--- src/rtl/fp_pkg.sv ---
// Shared IEEE-754 single-precision types and constants for the accumulator datapath.
package fp_pkg;

    localparam int EXP_W   = 8;
    localparam int MAN_W   = 23;
    localparam int BIAS    = 127;
    localparam int EXP_MAX = 255;

    typedef struct packed {
        logic             sign;
        logic [EXP_W-1:0] exp;
        logic [MAN_W-1:0] man;
    } fp32_t;

    typedef enum logic [1:0] {
        IDLE,
        ALIGN,
        ADD,
        NORM
    } state_e;

    localparam fp32_t FP_ZERO    = '{sign: 1'b0, exp: 8'h00, man: 23'h0};
    localparam fp32_t FP_INF_POS = '{sign: 1'b0, exp: 8'hFF, man: 23'h0};

endpackage

--- src/rtl/fp_lzc.sv ---
// Combinational 25-bit leading-zero counter; an all-zero input reports 25.
module fp_lzc (
    input  logic [24:0] value,
    output logic [4:0]  count
);

    always_comb begin
        count = 5'd25;
        // Scanning upwards lets the highest set bit make the final assignment.
        for (int i = 0; i < 25; i++) begin
            if (value[i]) begin
                count = 5'(24 - i);
            end
        end
    end

endmodule

--- src/rtl/fp_accumulator.sv ---
// Four-cycle single-precision running-sum accumulator (truncating, flush-to-zero)
// fed by the product stream of the upstream multiplier.
module fp_accumulator
    import fp_pkg::*;
#(
    parameter int CNT_W = 16
) (
    input  logic             clk,
    input  logic             rst,
    input  logic             in_valid,
    output logic             in_ready,
    input  logic [31:0]      in_data,
    input  logic             clr,
    output logic [31:0]      acc,
    output logic             done,
    output logic [CNT_W-1:0] count,
    output logic             ovf
);

    state_e           state_q, state_d;
    fp32_t            acc_q, acc_d;
    logic [CNT_W-1:0] count_q, count_d;
    logic             ovf_q, ovf_d;
    logic             done_q, done_d;

    fp32_t            opb_q, opb_d;
    logic             load_q, load_d;
    logic             force_q, force_d;
    fp32_t            force_val_q, force_val_d;
    logic [23:0]      big_sig_q, big_sig_d;
    logic [23:0]      small_sig_q, small_sig_d;
    logic [EXP_W-1:0] exp_q, exp_d;
    logic             big_sign_q, big_sign_d;
    logic             small_sign_q, small_sign_d;
    logic [24:0]      sum_q, sum_d;
    logic             res_sign_q, res_sign_d;

    fp32_t            opa;
    logic [23:0]      sig_a, sig_b, small_raw, small_al;
    logic             a_big;
    logic [EXP_W-1:0] exp_big, exp_diff;
    logic [24:0]      sum_c;
    logic             sign_c;
    logic [4:0]       lz, norm_shift;
    logic [22:0]      norm_man;
    logic [8:0]       exp_inc;
    logic signed [9:0] exp_dec;
    fp32_t            result;

    fp_lzc u_lzc (
        .value (sum_q),
        .count (lz)
    );

    // Alignment: a load adds the operand to zero instead of the running sum.
    always_comb begin
        opa       = load_q ? FP_ZERO : acc_q;
        sig_a     = (opa.exp == '0) ? 24'd0 : {1'b1, opa.man};
        sig_b     = (opb_q.exp == '0) ? 24'd0 : {1'b1, opb_q.man};
        a_big     = (opa.exp >= opb_q.exp);
        exp_big   = a_big ? opa.exp : opb_q.exp;
        exp_diff  = a_big ? (opa.exp - opb_q.exp) : (opb_q.exp - opa.exp);
        small_raw = a_big ? sig_b : sig_a;
        small_al  = (exp_diff >= 8'd24) ? 24'd0 : (small_raw >> exp_diff);
    end

    always_comb begin
        sum_c  = '0;
        sign_c = big_sign_q;
        if (big_sign_q == small_sign_q) begin
            sum_c = {1'b0, big_sig_q} + {1'b0, small_sig_q};
        end else if (big_sig_q >= small_sig_q) begin
            sum_c = {1'b0, big_sig_q} - {1'b0, small_sig_q};
        end else begin
            sum_c  = {1'b0, small_sig_q} - {1'b0, big_sig_q};
            sign_c = small_sign_q;
        end
    end

    // Normalisation; cancellation and underflow both produce +0.
    always_comb begin
        norm_shift = lz - 5'd1;
        norm_man   = 23'(sum_q << norm_shift);
        exp_inc    = {1'b0, exp_q} + 9'd1;
        exp_dec    = $signed({2'b00, exp_q}) - $signed({5'b00000, norm_shift});
        result     = FP_ZERO;
        if (force_q) begin
            result = force_val_q;
        end else if (sum_q == '0) begin
            result = FP_ZERO;
        end else if (lz == 5'd0) begin
            if (exp_inc >= 9'(EXP_MAX)) begin
                result      = FP_INF_POS;
                result.sign = res_sign_q;
            end else begin
                result = '{sign: res_sign_q, exp: exp_inc[7:0], man: sum_q[23:1]};
            end
        end else if (exp_dec <= 10'sd0) begin
            result = FP_ZERO;
        end else begin
            result = '{sign: res_sign_q, exp: exp_dec[7:0], man: norm_man};
        end
    end

    always_comb begin
        state_d      = state_q;
        acc_d        = acc_q;
        count_d      = count_q;
        ovf_d        = ovf_q;
        done_d       = 1'b0;
        opb_d        = opb_q;
        load_d       = load_q;
        force_d      = force_q;
        force_val_d  = force_val_q;
        big_sig_d    = big_sig_q;
        small_sig_d  = small_sig_q;
        exp_d        = exp_q;
        big_sign_d   = big_sign_q;
        small_sign_d = small_sign_q;
        sum_d        = sum_q;
        res_sign_d   = res_sign_q;

        case (state_q)
            IDLE: begin
                if (in_valid) begin
                    opb_d   = fp32_t'(in_data);
                    load_d  = clr;
                    state_d = ALIGN;
                end else if (clr) begin
                    acc_d   = FP_ZERO;
                    count_d = '0;
                    ovf_d   = 1'b0;
                end
            end
            ALIGN: begin
                // An Inf addend always wins; an Inf running sum is otherwise held.
                force_d     = 1'b0;
                force_val_d = opa;
                if (opb_q.exp == 8'(EXP_MAX)) begin
                    force_d          = 1'b1;
                    force_val_d      = FP_INF_POS;
                    force_val_d.sign = opb_q.sign;
                end else if (opa.exp == 8'(EXP_MAX)) begin
                    force_d = 1'b1;
                end
                big_sig_d    = a_big ? sig_a : sig_b;
                small_sig_d  = small_al;
                exp_d        = exp_big;
                big_sign_d   = a_big ? opa.sign : opb_q.sign;
                small_sign_d = a_big ? opb_q.sign : opa.sign;
                state_d      = ADD;
            end
            ADD: begin
                sum_d      = sum_c;
                res_sign_d = sign_c;
                state_d    = NORM;
            end
            NORM: begin
                acc_d   = result;
                count_d = load_q ? CNT_W'(1)
                                 : ((&count_q) ? count_q : count_q + CNT_W'(1));
                ovf_d   = (ovf_q & ~load_q) | (result.exp == 8'(EXP_MAX));
                done_d  = 1'b1;
                state_d = IDLE;
            end
            default: state_d = IDLE;
        endcase
    end

    always_ff @(posedge clk) begin
        if (!rst) begin
            state_q <= IDLE;
            acc_q   <= FP_ZERO;
            count_q <= '0;
            ovf_q   <= 1'b0;
            done_q  <= 1'b0;
        end else begin
            state_q <= state_d;
            acc_q   <= acc_d;
            count_q <= count_d;
            ovf_q   <= ovf_d;
            done_q  <= done_d;
        end
    end

    // NOTE: staging registers are always written before the state that reads them, so they carry no reset.
    always_ff @(posedge clk) begin
        opb_q        <= opb_d;
        load_q       <= load_d;
        force_q      <= force_d;
        force_val_q  <= force_val_d;
        big_sig_q    <= big_sig_d;
        small_sig_q  <= small_sig_d;
        exp_q        <= exp_d;
        big_sign_q   <= big_sign_d;
        small_sign_q <= small_sign_d;
        sum_q        <= sum_d;
        res_sign_q   <= res_sign_d;
    end

    assign in_ready = (state_q == IDLE);
    assign acc      = acc_q;
    assign done     = done_q;
    assign count    = count_q;
    assign ovf      = ovf_q;

endmodule
--- config.mk ---
export PLATFORM = sky130hd
export DESIGN_NAME = fp_accumulator
export DESIGN_NICKNAME = d
export VERILOG_FILES = /design/src/rtl/fp_pkg.sv /design/src/rtl/fp_lzc.sv /design/src/rtl/fp_accumulator.sv
export SDC_FILE = /design/constraint.sdc
export NUM_CORES = 1
export LEC_CHECK = 0
export ABC_AREA = 1
export CAP_MARGIN = 20
export CORE_AREA = 2 2 226 228
export CTS_CLUSTER_SIZE = 30
export DETAILED_ROUTE_END_ITERATION = 10
export DIE_AREA = 0 0 228 230
export SYNTH_ARGS = -nofsm -noshare
export SYNTH_HDL_FRONTEND = slang
export SYNTH_HIERARCHICAL = 1
export SYNTH_SLANG_ARGS = --single-unit
--- constraint.sdc ---
create_clock -name clk -period 12.4 [get_ports clk]
set_clock_uncertainty 0.2 [all_clocks]
set_input_delay 2.48 -clock clk [delete_from_list [all_inputs] [get_ports clk]]
set_output_delay 2.48 -clock clk [all_outputs]
set_load 0.005 [all_outputs]
Yosys cells after proc, flatten, opt, wreduce, memory -nomap -nowiden
Index checks and enable logic that the tools add are counted.
{"block": "totals", "word_cells": 121, "reg_bits": 202, "output_inout_bits": 51}
{"block": "classes", "n_eq_ne": 11, "n_lt_le_gt_ge": 5, "mux": 59, "addsub": 9, "bitwise": 3, "n_shift": 2, "n_reduce_logical": 10}
{"operator": "two-way mux 32 bit", "count": 8}
{"operator": "two-way mux 24 bit", "count": 4}
{"operator": "two-way mux 5 bit", "count": 16}
{"operator": "two-way mux 16 bit", "count": 4}
{"operator": "one-hot mux 32 bit (2 select lines)", "count": 1}
{"operator": "two-way mux 25 bit", "count": 2}
{"operator": "subtractor 24 x 24 -> 25 bit", "count": 2}
{"operator": "two-way mux 4 bit", "count": 8}
{"operator": "one-hot mux 16 bit (2 select lines)", "count": 1}
{"operator": "two-way mux 31 bit", "count": 1}
{"operator": "adder 24 x 24 -> 25 bit", "count": 1}
{"operator": "zero test 25 bit", "count": 1}
{"operator": "<< shifter 25 x 5 -> 23 bit", "count": 1}
{"operator": "== test 8 bit (second input constant)", "count": 3}
{"operator": ">= comparator 24 bit", "count": 1}
{"operator": "right shift 24 x 8 -> 24 bit", "count": 1}
{"operator": "adder 16 x 1 -> 16 bit (second input constant)", "count": 1}
{"operator": "zero test 8 bit", "count": 2}
{"operator": "two-way mux 8 bit", "count": 2}
{"operator": "AND reduction 16 bit", "count": 1}
{"operator": "subtractor 8 bit", "count": 2}
{"operator": "adder 8 x 1 -> 9 bit (second input constant)", "count": 1}
{"operator": ">= comparator 9 x 8 -> 1 bit (second input constant)", "count": 1}
{"operator": "less-or-equal comparator 9 x 1 -> 1 bit (second input constant)", "count": 1}
{"operator": "23 further kinds", "count": 33}

Depth between registers and ports, before layout
Gate-level depths: netlist of run 1.
{"block": "depth", "depth_word": 35, "depth_mapped": 47}

By module
The synthesis of run 1 kept the hierarchy.
{"mod": "fp_accumulator", "seq_area_each_um2": 5545.3, "cells_per_inst": 2458, "n_inst": 1, "area_per_inst_um2": 16946.3}
{"mod": "fp_lzc", "seq_area_each_um2": 0.0, "cells_per_inst": 76, "n_inst": 1, "area_per_inst_um2": 321.6}

Worst setup path after synthesis of run 1
OpenSTA, ideal clock, no wires.
{"block": "synth_timing", "kind": "reg2reg", "startpoint": "register sum_q[0]", "endpoint": "register acc_q (netlist bit acc[11])", "setup_ps": 132, "path_buffers": 3, "setup_slack_ps": 7870, "period_less_slack_ps": 4530, "t_arrival_ps": 4197, "path_stages_with_launch": 45, "cell_sequence": "edfxtp_1 nand2_1 nand2_1 nand2_1 nand2_1 nand2_1 nand2_1 nand2_1 nand2_1 nand2_1 nand2_1 nand2_1 nand2_1 nand2_1 nand2_1 nand2_1 nand2_1 nand2_1 (+9 left out) xnor2_2 clkbuf_1 ha_1 a21oi_1 o21ai_0 nand3_1 nand2_1 nand2_1 nand3_1 nand2_1 nand2_1 nor2_1 nand2_4 buf_6 nand3_1 nand2_1 nand2_1 a21oi_1"}
{"block": "synth_via", "elab_chain_len": 33}
{"element": "start, declared", "line_no": "fp_accumulator.sv:35", "text": "logic [24:0] sum_q, sum_d;"}
{"element": "start signal, assigned", "line_no": "fp_accumulator.sv:197", "text": "sum_q <= sum_d;"}
{"element": "two-way mux 1 bit (*)", "line_no": "fp_lzc.sv:11", "text": "if (value[i]) begin"}
{"element": "two-way mux 4 bit (*) (8 in a row)", "line_no": "fp_lzc.sv:11"}
{"element": "two-way mux 5 bit (*) (16 in a row)", "line_no": "fp_lzc.sv:11"}
{"element": "via lz[0]", "line_no": "fp_accumulator.sv:44", "text": "logic [4:0] lz, norm_shift;"}
{"element": "subtractor 5 x 1 -> 5 bit", "line_no": "fp_accumulator.sv:82", "text": "norm_shift = lz - 5'd1;"}
{"element": "subtractor 8 x 5 -> 9 bit", "line_no": "fp_accumulator.sv:85", "text": "exp_dec = $signed({2'b00, exp_q}) - $signed({5'b00000, norm_shift});"}
{"element": "less-or-equal comparator 9 x 1 -> 1 bit", "line_no": "fp_accumulator.sv:98", "text": "end else if (exp_dec <= 10'sd0) begin"}
{"element": "two-way mux 32 bit", "line_no": "fp_accumulator.sv:98"}
{"element": "two-way mux 32 bit (*)", "line_no": "fp_accumulator.sv:91", "text": "end else if (lz == 5'd0) begin"}
{"element": "two-way mux 32 bit (*)", "line_no": "fp_accumulator.sv:89", "text": "end else if (sum_q == '0) begin"}
{"element": "two-way mux 32 bit (*)", "line_no": "fp_accumulator.sv:87", "text": "if (force_q) begin"}
{"element": "one-hot mux 32 bit (2 select lines) (*)", "line_no": "fp_accumulator.sv:123", "text": "case (state_q)"}
{"element": "end signal, assigned", "line_no": "fp_accumulator.sv:173", "text": "acc_q <= FP_ZERO;"}
{"element": "end signal, assigned", "line_no": "fp_accumulator.sv:179", "text": "acc_q <= acc_d;"}
{"element": "end, declared", "line_no": "fp_accumulator.sv:21", "text": "fp32_t acc_q, acc_d;"}
The timed path passes the listed nets; every way through them passes the cells marked *.
A chain may end at the register's enable or synchronous reset.

==> results.sh, run 1 <==
export IMPL_cts_setup_buffers=0
export IMPL_cp_start_kind="flop"
export IMPL_dieArea_um2=52400
export IMPL_crit_family="buffers and inverters"
export IMPL_cts_tree="done"
export IMPL_cts_buffers=23
export IMPL_clock_latency_ps=540
export IMPL_route_detailed_wl_per_inst_um=17.7
export IMPL_critPathMaxStageDelay_ps=620
export IMPL_rr_startpoint="load_q$_DFFE_PP_"
export IMPL_worst_slew_pin_slew_ps=1030
export IMPL_setup_viol=0
export IMPL_initial_utilization_pct=34.6
export IMPL_rr_worst_depth=20
export IMPL_hold_start="count[7]$_SDFFE_PN0P_"
export IMPL_numPortBuffers=86
export IMPL_core_area_um2=49900
export IMPL_place_gp_congestion=0.964
export IMPL_synth_area_um2=17300
export IMPL_layout_min_cycle_time_ps=5470
export IMPL_placed_cells=3198
export IMPL_cp_arrival_ps=5560
export IMPL_min_path_type="reg -> reg"
export IMPL_rsz0062_at_grt="no"
export IMPL_area_growth_pct=12.1
export IMPL_synth_warning_count=6
export IMPL_timing_fmax_mhz=183
export IMPL_grt_pass1_wl_mm=89.3
export IMPL_viasPerCell=5.20
export IMPL_synth_fp_nets=2674
export IMPL_r2r_end="small_sig_q[1]$_SDFFCE_PP0N_"
export IMPL_antenna_found_initial=0
export IMPL_slew_viol_final=0
export IMPL_fin_setup_tns_ps=0
export IMPL_cts_htree_levels=1
export IMPL_groute_usage_overall_pct=21.3
export IMPL_fin_crit_sh_pct=44.2
export IMPL_antenna_diode_count=0
export IMPL_grt_max_degree=82
export IMPL_power_density_nw_per_um2=257
export IMPL_yosysTopAreaCell="edfxtp_1"
export IMPL_die_x_um=228
export IMPL_worstPathMaxFanout=81
export IMPL_min_to="count[7]$_SDFFE_PN0P_"
export IMPL_r2r_slack_ps=6930
export IMPL_synthFlopType="edfxtp_1"
export IMPL_yosysSeqAreaShare_pct=32.1
export IMPL_drv_cap=0
export IMPL_hold_buffers=0
export IMPL_drcViolationCount=0
export IMPL_endpoint_kind="flop"
export IMPL_vdd_ir_drop_max_mv=0.118
export IMPL_ys_types=64
export IMPL_synthTopCellsByCount="770 x nand2_1, 310 x inv_1, 219 x nand3_1, 183 x nor2_1, 172 x o21ai_0"
export IMPL_drtPass1Iterations=6
export IMPL_fin_nets=2692
export IMPL_place_hpwl_mm=45.4
export IMPL_instances_no_fill=3240
export IMPL_grt_overflow_total=0
export IMPL_num_vias=16900
export IMPL_die_y_um=230
export IMPL_async_reset_ff_share_pct=0
export IMPL_outcome="finished, final reports clean"
export IMPL_cts_resized=0
export IMPL_crit_buf_inv=7
export IMPL_slew_headroom_pct=31.0
export IMPL_fillers=5348
export IMPL_p_leak_uw=0.00878
export IMPL_rows=82
export IMPL_drt_iter0_drc=1723
export IMPL_clock_sinks=202
export IMPL_path_clk_slew_ps=60
export IMPL_ant_nets=0
export IMPL_top_level_ports=87
export IMPL_crit_chain="inv_1 -> buf_4 -> nand2_1 -> inv_1 -> ha_1 -> nand2_2 -> inv_1 -> a21oi_2 -> nand3_4 -> inv_4 -> o21ai_0 -> nand2_1 -> buf_4 -> inv_1 -> a21oi_1 -> nand2_1 -> nand3_1 -> nand2_1 -> nor2_1 -> nor2_1"
export IMPL_yosysMostFrequentCell="nand2_1"
export IMPL_syn_inst=2534
export IMPL_drive_gt1_share_pct=4.28
export IMPL_cts_root_buf="clkbuf_16"
export IMPL_synth_area_leaders="edfxtp_1 26%, nand2_1 17%, ha_1 7.1%"
export IMPL_required_ps=12490
export IMPL_drt_wl_total_mm=57.5
export IMPL_hold_viol=0
export IMPL_ys_seq_elements=202
export IMPL_avgSynthCellArea_um2=6.81
export IMPL_slowest_stage="nand3_4"
export IMPL_crit_type="reg -> reg"
export IMPL_grt_pass1_vias=15700
export IMPL_synth_top_cell_area_share_pct=26.1
export IMPL_synth_edf_count=150
export IMPL_hold_depth=2
export IMPL_cts_max_path_buffers=3
[stage by stage]
| step | util (%) | setup slack [ps] | area, um2 | hold WS (ps) | power [uW] |
|---|---|---|---|---|---|
| after floorplan | - | 7870 | 17300 | 248 | 3360 |
| after CTS | 38.8 | 6300 | 19300 | 306 | 4940 |
| after detailed placement | 37.2 | 5730 | 18600 | 294 | 4210 |
| after global placement | 37.2 | 5840 | 18600 | 284 | 4210 |
| final | 38.8 | 6930 | 19400 | 308 | 4980 |
| after global routing | 38.8 | 6370 | 19400 | 327 | 5400 |
[cells by family (layout without fill, tap and decap cells)]
kind of cell,after synthesis,in the layout,share of synthesized area [%]
simple gates,1255,1255,30.4
compound gates,450,450,14.8
buf+inv,439,473,10.4
flops,202,202,32.1
fa+ha+maj,104,104,7.80
xor+xnor,76,76,4.05
mux,8,8,0.464
[routing by layer]
metal	up-vias	GRT usage (%)	share of wire [%]
met2	637	34.1	44
met5	-	0	0
met3	85	1.80	6.5
met1	7815	30.8	47
met4	0	5.80	2.7
li1	8322	-	-
[how the worst max path moves through the flow]
stage,start,to,slack [ps],cells past startpoint
final,load_q$_DFFE_PP_,small_sig_q[1]$_SDFFCE_PP0N_,6930,20
after global routing,sum_q[2]$_DFFE_PP_,ovf$_SDFFE_PN0P_,6370,45
after CTS,in_valid,ovf$_SDFFE_PN0P_,6300,12
after detailed placement,in_valid,ovf$_SDFFE_PN0P_,5730,12
after global placement,in_valid,ovf$_SDFFE_PN0P_,5840,12
after floorplan,sum_q[0]$_DFFE_PP_,acc[11]$_SDFFE_PN0P_,7870,44
[final cells by class]
class | instances | area (um2) | area share [%]
multi-input cells | 1893 | 9950 | 51.4
flip-flops and latches | 202 | 5550 | 28.6
clock buffers | 31 | 637 | 3.29
repair buffers | 104 | 1000 | 5.18
well taps | 672 | 841 | 4.34
inverters | 328 | 1230 | 6.37
clock inverters | 10 | 158 | 0.814
[worst min-delay path: cells and delay by family, from the launching register on]
| family | cells | cell delay, ps |
|---|---|---|
| AOI/OAI and AO/OA | 1 | 60 |
| buffers and inverters | 1 | 60 |
| DFF | 1 | 340 |
[registers in the layout, summed over array words and instances (netlist names)]
signal        count
acc              32
big_sig_q        24
big_sign_q        1
count            16
done              1
exp_q             8
force_q           1
force_val_q      32
load_q            1
opb_q            32
ovf               1
res_sign_q        1
small_sig_q      24
small_sign_q      1
state_q           2
sum_q            25
[cells in the final DEF (no fill, tap or decap), types with 4 or more instances in the layout]
cell,instances
clkbuf_16,24
mux2i_1,8
a211oi_1,4
dfxtp_1,52
o2111ai_1,4
o221ai_1,11
o21ai_1,15
o211ai_1,10
xor2_1,65
nor4_1,14
nand2_1,770
a21oi_2,4
edfxtp_1,150
ha_1,97
o21ai_0,172
nor2_1,182
nor3_1,19
nor2_2,6
clkinv_1,6
a21boi_0,5
nand4_1,16
inv_1,310
a21o_1,8
nand3_1,219
buf_4,17
a31oi_1,11
o21bai_1,4
o21a_1,9
clkdlybuf4s50_1,86
inv_2,11
fa_1,6
clkbuf_1,6
a22oi_1,8
a21oi_1,163
xnor2_1,8
o31ai_1,4
nand2_2,10
[power by group]
group | leakage (uW) | total (uW) | switching, uW | internal (uW)
logic | 0.00655 | 3120 | 2170 | 955
registers | 0.00184 | 1150 | 153 | 992
clock network | 0.000389 | 717 | 288 | 429
Note: power is estimated with default switching activity, not from simulation.
==> run 2: changes to the inputs <==
==> constraint.sdc (replaced) <==
create_clock -name clk -period 4.77 [get_ports clk]
set_clock_uncertainty 0.2 [all_clocks]
set_input_delay 0.954 -clock clk [delete_from_list [all_inputs] [get_ports clk]]
set_output_delay 0.954 -clock clk [all_outputs]
set_load 0.005 [all_outputs]
==> run 2 against run 1 <==
Compared with the run above: global-route usage is 0.53 points higher; critical path type unchanged; clock-buffer cell count fell by 1; core utilization rose by 0.59 points.
==> results.sh, run 2 (synthesis gave the netlist of run 1 again) <==
export IMPL_die_y_um=230
export IMPL_hold_buffers=0
export IMPL_drcViolationCount=0
export IMPL_rows=82
export IMPL_hold_viol=0
export IMPL_pre_cts_slack_ps=205
export IMPL_place_gp_congestion=0.979
export IMPL_slew_headroom_pct=38.1
export IMPL_num_vias=17000
export IMPL_setup_viol=0
export IMPL_power_density_nw_per_um2=676
export IMPL_drt_iter0_drc=1600
export IMPL_initial_utilization_pct=34.6
export IMPL_clkPwrFrac_pct=14.8
export IMPL_core_area_um2=49900
export IMPL_cp_start_kind="flop"
export IMPL_min_path_type="reg -> reg"
export IMPL_layout_common_cells="769 x nand2_1, 310 x inv_1, 218 x nand3_1, 180 x nor2_1, 171 x o21ai_0"
export IMPL_p_total_uw=13300
export IMPL_sw_frac_of_total_pct=52.1
export IMPL_pwr_share_seq_pct=22.3
export IMPL_slew_viol_final=0
export IMPL_drtPass1Iterations=5
export IMPL_fin_nets=2718
export IMPL_vdd_ir_drop_max_mv=0.302
export IMPL_clock_latency_ps=560
export IMPL_die_x_um=228
export IMPL_placed_area_um2=18700
export IMPL_clock_sinks=202
export IMPL_cts_htree_levels=1
export IMPL_multiInputGateArea_um2=9990
export IMPL_grt_max_degree=68
export IMPL_cts_tree="done"
export IMPL_cts_root_buf="clkbuf_16"
export IMPL_cp_arrival_ps=4600
export IMPL_required_ps=5010
export IMPL_crit_type="reg -> reg"
export IMPL_layout_min_cycle_time_ps=4360
export IMPL_grt_pass1_wl_mm=90.9
export IMPL_grt_pass1_vias=15800
export IMPL_outcome="finished, final reports clean"
export IMPL_layout_setup_ws_ps=407
export IMPL_cts_max_path_buffers=3
export IMPL_critPathMaxStageDelay_ps=380
export IMPL_slowest_stage="edfxtp_1"
export IMPL_antenna_found_initial=0
export IMPL_hold_slack_ps=275
export IMPL_intPower_uw=6370
export IMPL_worstPathMaxFanout=14
export IMPL_combPwrFrac_pct=62.9
export IMPL_drt_wl_total_mm=59.5
export IMPL_p_leak_uw=0.00892
export IMPL_grt_overflow_total=0
export IMPL_timing_fmax_mhz=229
export IMPL_dieArea_um2=52400
export IMPL_fillers=5336
export IMPL_stdcell_area_um2=19700
export IMPL_drive_gt1_share_pct=5.58
export IMPL_viasPerCell=5.20
export IMPL_seq_area_um2=5550
export IMPL_cpMostUsedCell="nand2_1"
export IMPL_worst_slew_pin_slew_ps=929
export IMPL_switchingPower_uw=6920
export IMPL_final_common_cell="nand2_1"
export IMPL_area_growth_pct=13.9
export IMPL_endpoint_kind="flop"
export IMPL_route_detailed_wl_per_inst_um=18.2
export IMPL_numPortBuffers=86
export IMPL_path_clk_slew_ps=60
export IMPL_hold_depth=2
export IMPL_top_level_ports=87
export IMPL_place_hpwl_mm=46.9
export IMPL_groute_usage_overall_pct=21.9
export IMPL_instances_no_fill=3270
export IMPL_placed_cells=3220
export IMPL_rr_worst_depth=41
export IMPL_fin_crit_sh_pct=91.5
export IMPL_ant_nets=0
export IMPL_drv_cap=0
export IMPL_cts_buffers=25
## run 2: cell count changes in the layout (fill, tap and decap cells not counted), sizes merged, moves of 2 or more
cell	before	now
buf	18	41
clkinvlp	0	2
inv	325	327
clkinv	10	12
## run 2: final cells by class
cell class              instances  share of cell area (%)
clock inverters                16                   0.967
well taps                     672                    4.28
inverters                     328                    6.28
flip-flops and latches        202                    28.2
diodes                          1                  0.0127
clock buffers                  30                    3.38
multi-input cells            1894                    50.8
repair buffers                127                    6.07
## run 2: critical path: cells and delay by family (launching register included)
kind | cells | cell delay, ps
simple gates | 33 | 2220
compound gates | 4 | 600
fa+ha+maj | 2 | 580
flops | 1 | 380
xor+xnor | 1 | 140
buf+inv | 1 | 110
## run 2: worst paths after layout
check / start / end / slack [ps]
setup / recovery: sum_q[0]$_DFFE_PP_ / acc[25]$_SDFFE_PN0P_ / 410
setup reg to reg: sum_q[0]$_DFFE_PP_ / acc[25]$_SDFFE_PN0P_ / 410
hold / removal: ovf$_SDFFE_PN0P_ / ovf$_SDFFE_PN0P_ / 270
hold reg to reg: ovf$_SDFFE_PN0P_ / ovf$_SDFFE_PN0P_ / 270
## run 2: per-stage QoR
stage               util (%)  TNS, ps
floorplan                  -        0
global placement        37.6        0
detailed placement      37.6        0
CTS                     39.3        0
global route            39.4    -34.8
finish                  39.4        0
## run 2: what timing repair did
item / in CTS / in global routing
gates resized for setup: 0 / 10
endpoints found under the hold margin: 0 / 0
setup endpoints to repair: 0 / 28
setup buffers: 0 / 2
## run 2: power by group through the flow
stage | Clock [uW] | Combinational, uW | Sequential (uW)
floorplan | 0 | 5860 | 2870
global placement | 0 | 8160 | 2990
detailed placement | 0 | 8090 | 3010
CTS | 2010 | 8130 | 2970
global route | 2080 | 9270 | 3020
finish | 1970 | 8360 | 2970
## run 2: routing by layer
layer,vias up,GRT usage [%],wire (um)
met2,595,35.3,26800
met3,54,2.10,3660
met4,0,4.55,1010
met1,7994,31.7,28000
met5,-,0,0
li1,8373,-,-
==> run 3: changes to the inputs <==
--- a/config.mk
+++ b/config.mk
@@ -11,6 +11,7 @@
 export CTS_CLUSTER_SIZE = 30
 export DETAILED_ROUTE_END_ITERATION = 10
 export DIE_AREA = 0 0 228 230
+export SKIP_LAST_GASP = 1
 export SYNTH_ARGS = -nofsm -noshare
 export SYNTH_HDL_FRONTEND = slang
 export SYNTH_HIERARCHICAL = 1
==> results of run 3 <==
Final layout, timing and power as in run 2 (identical DEF).
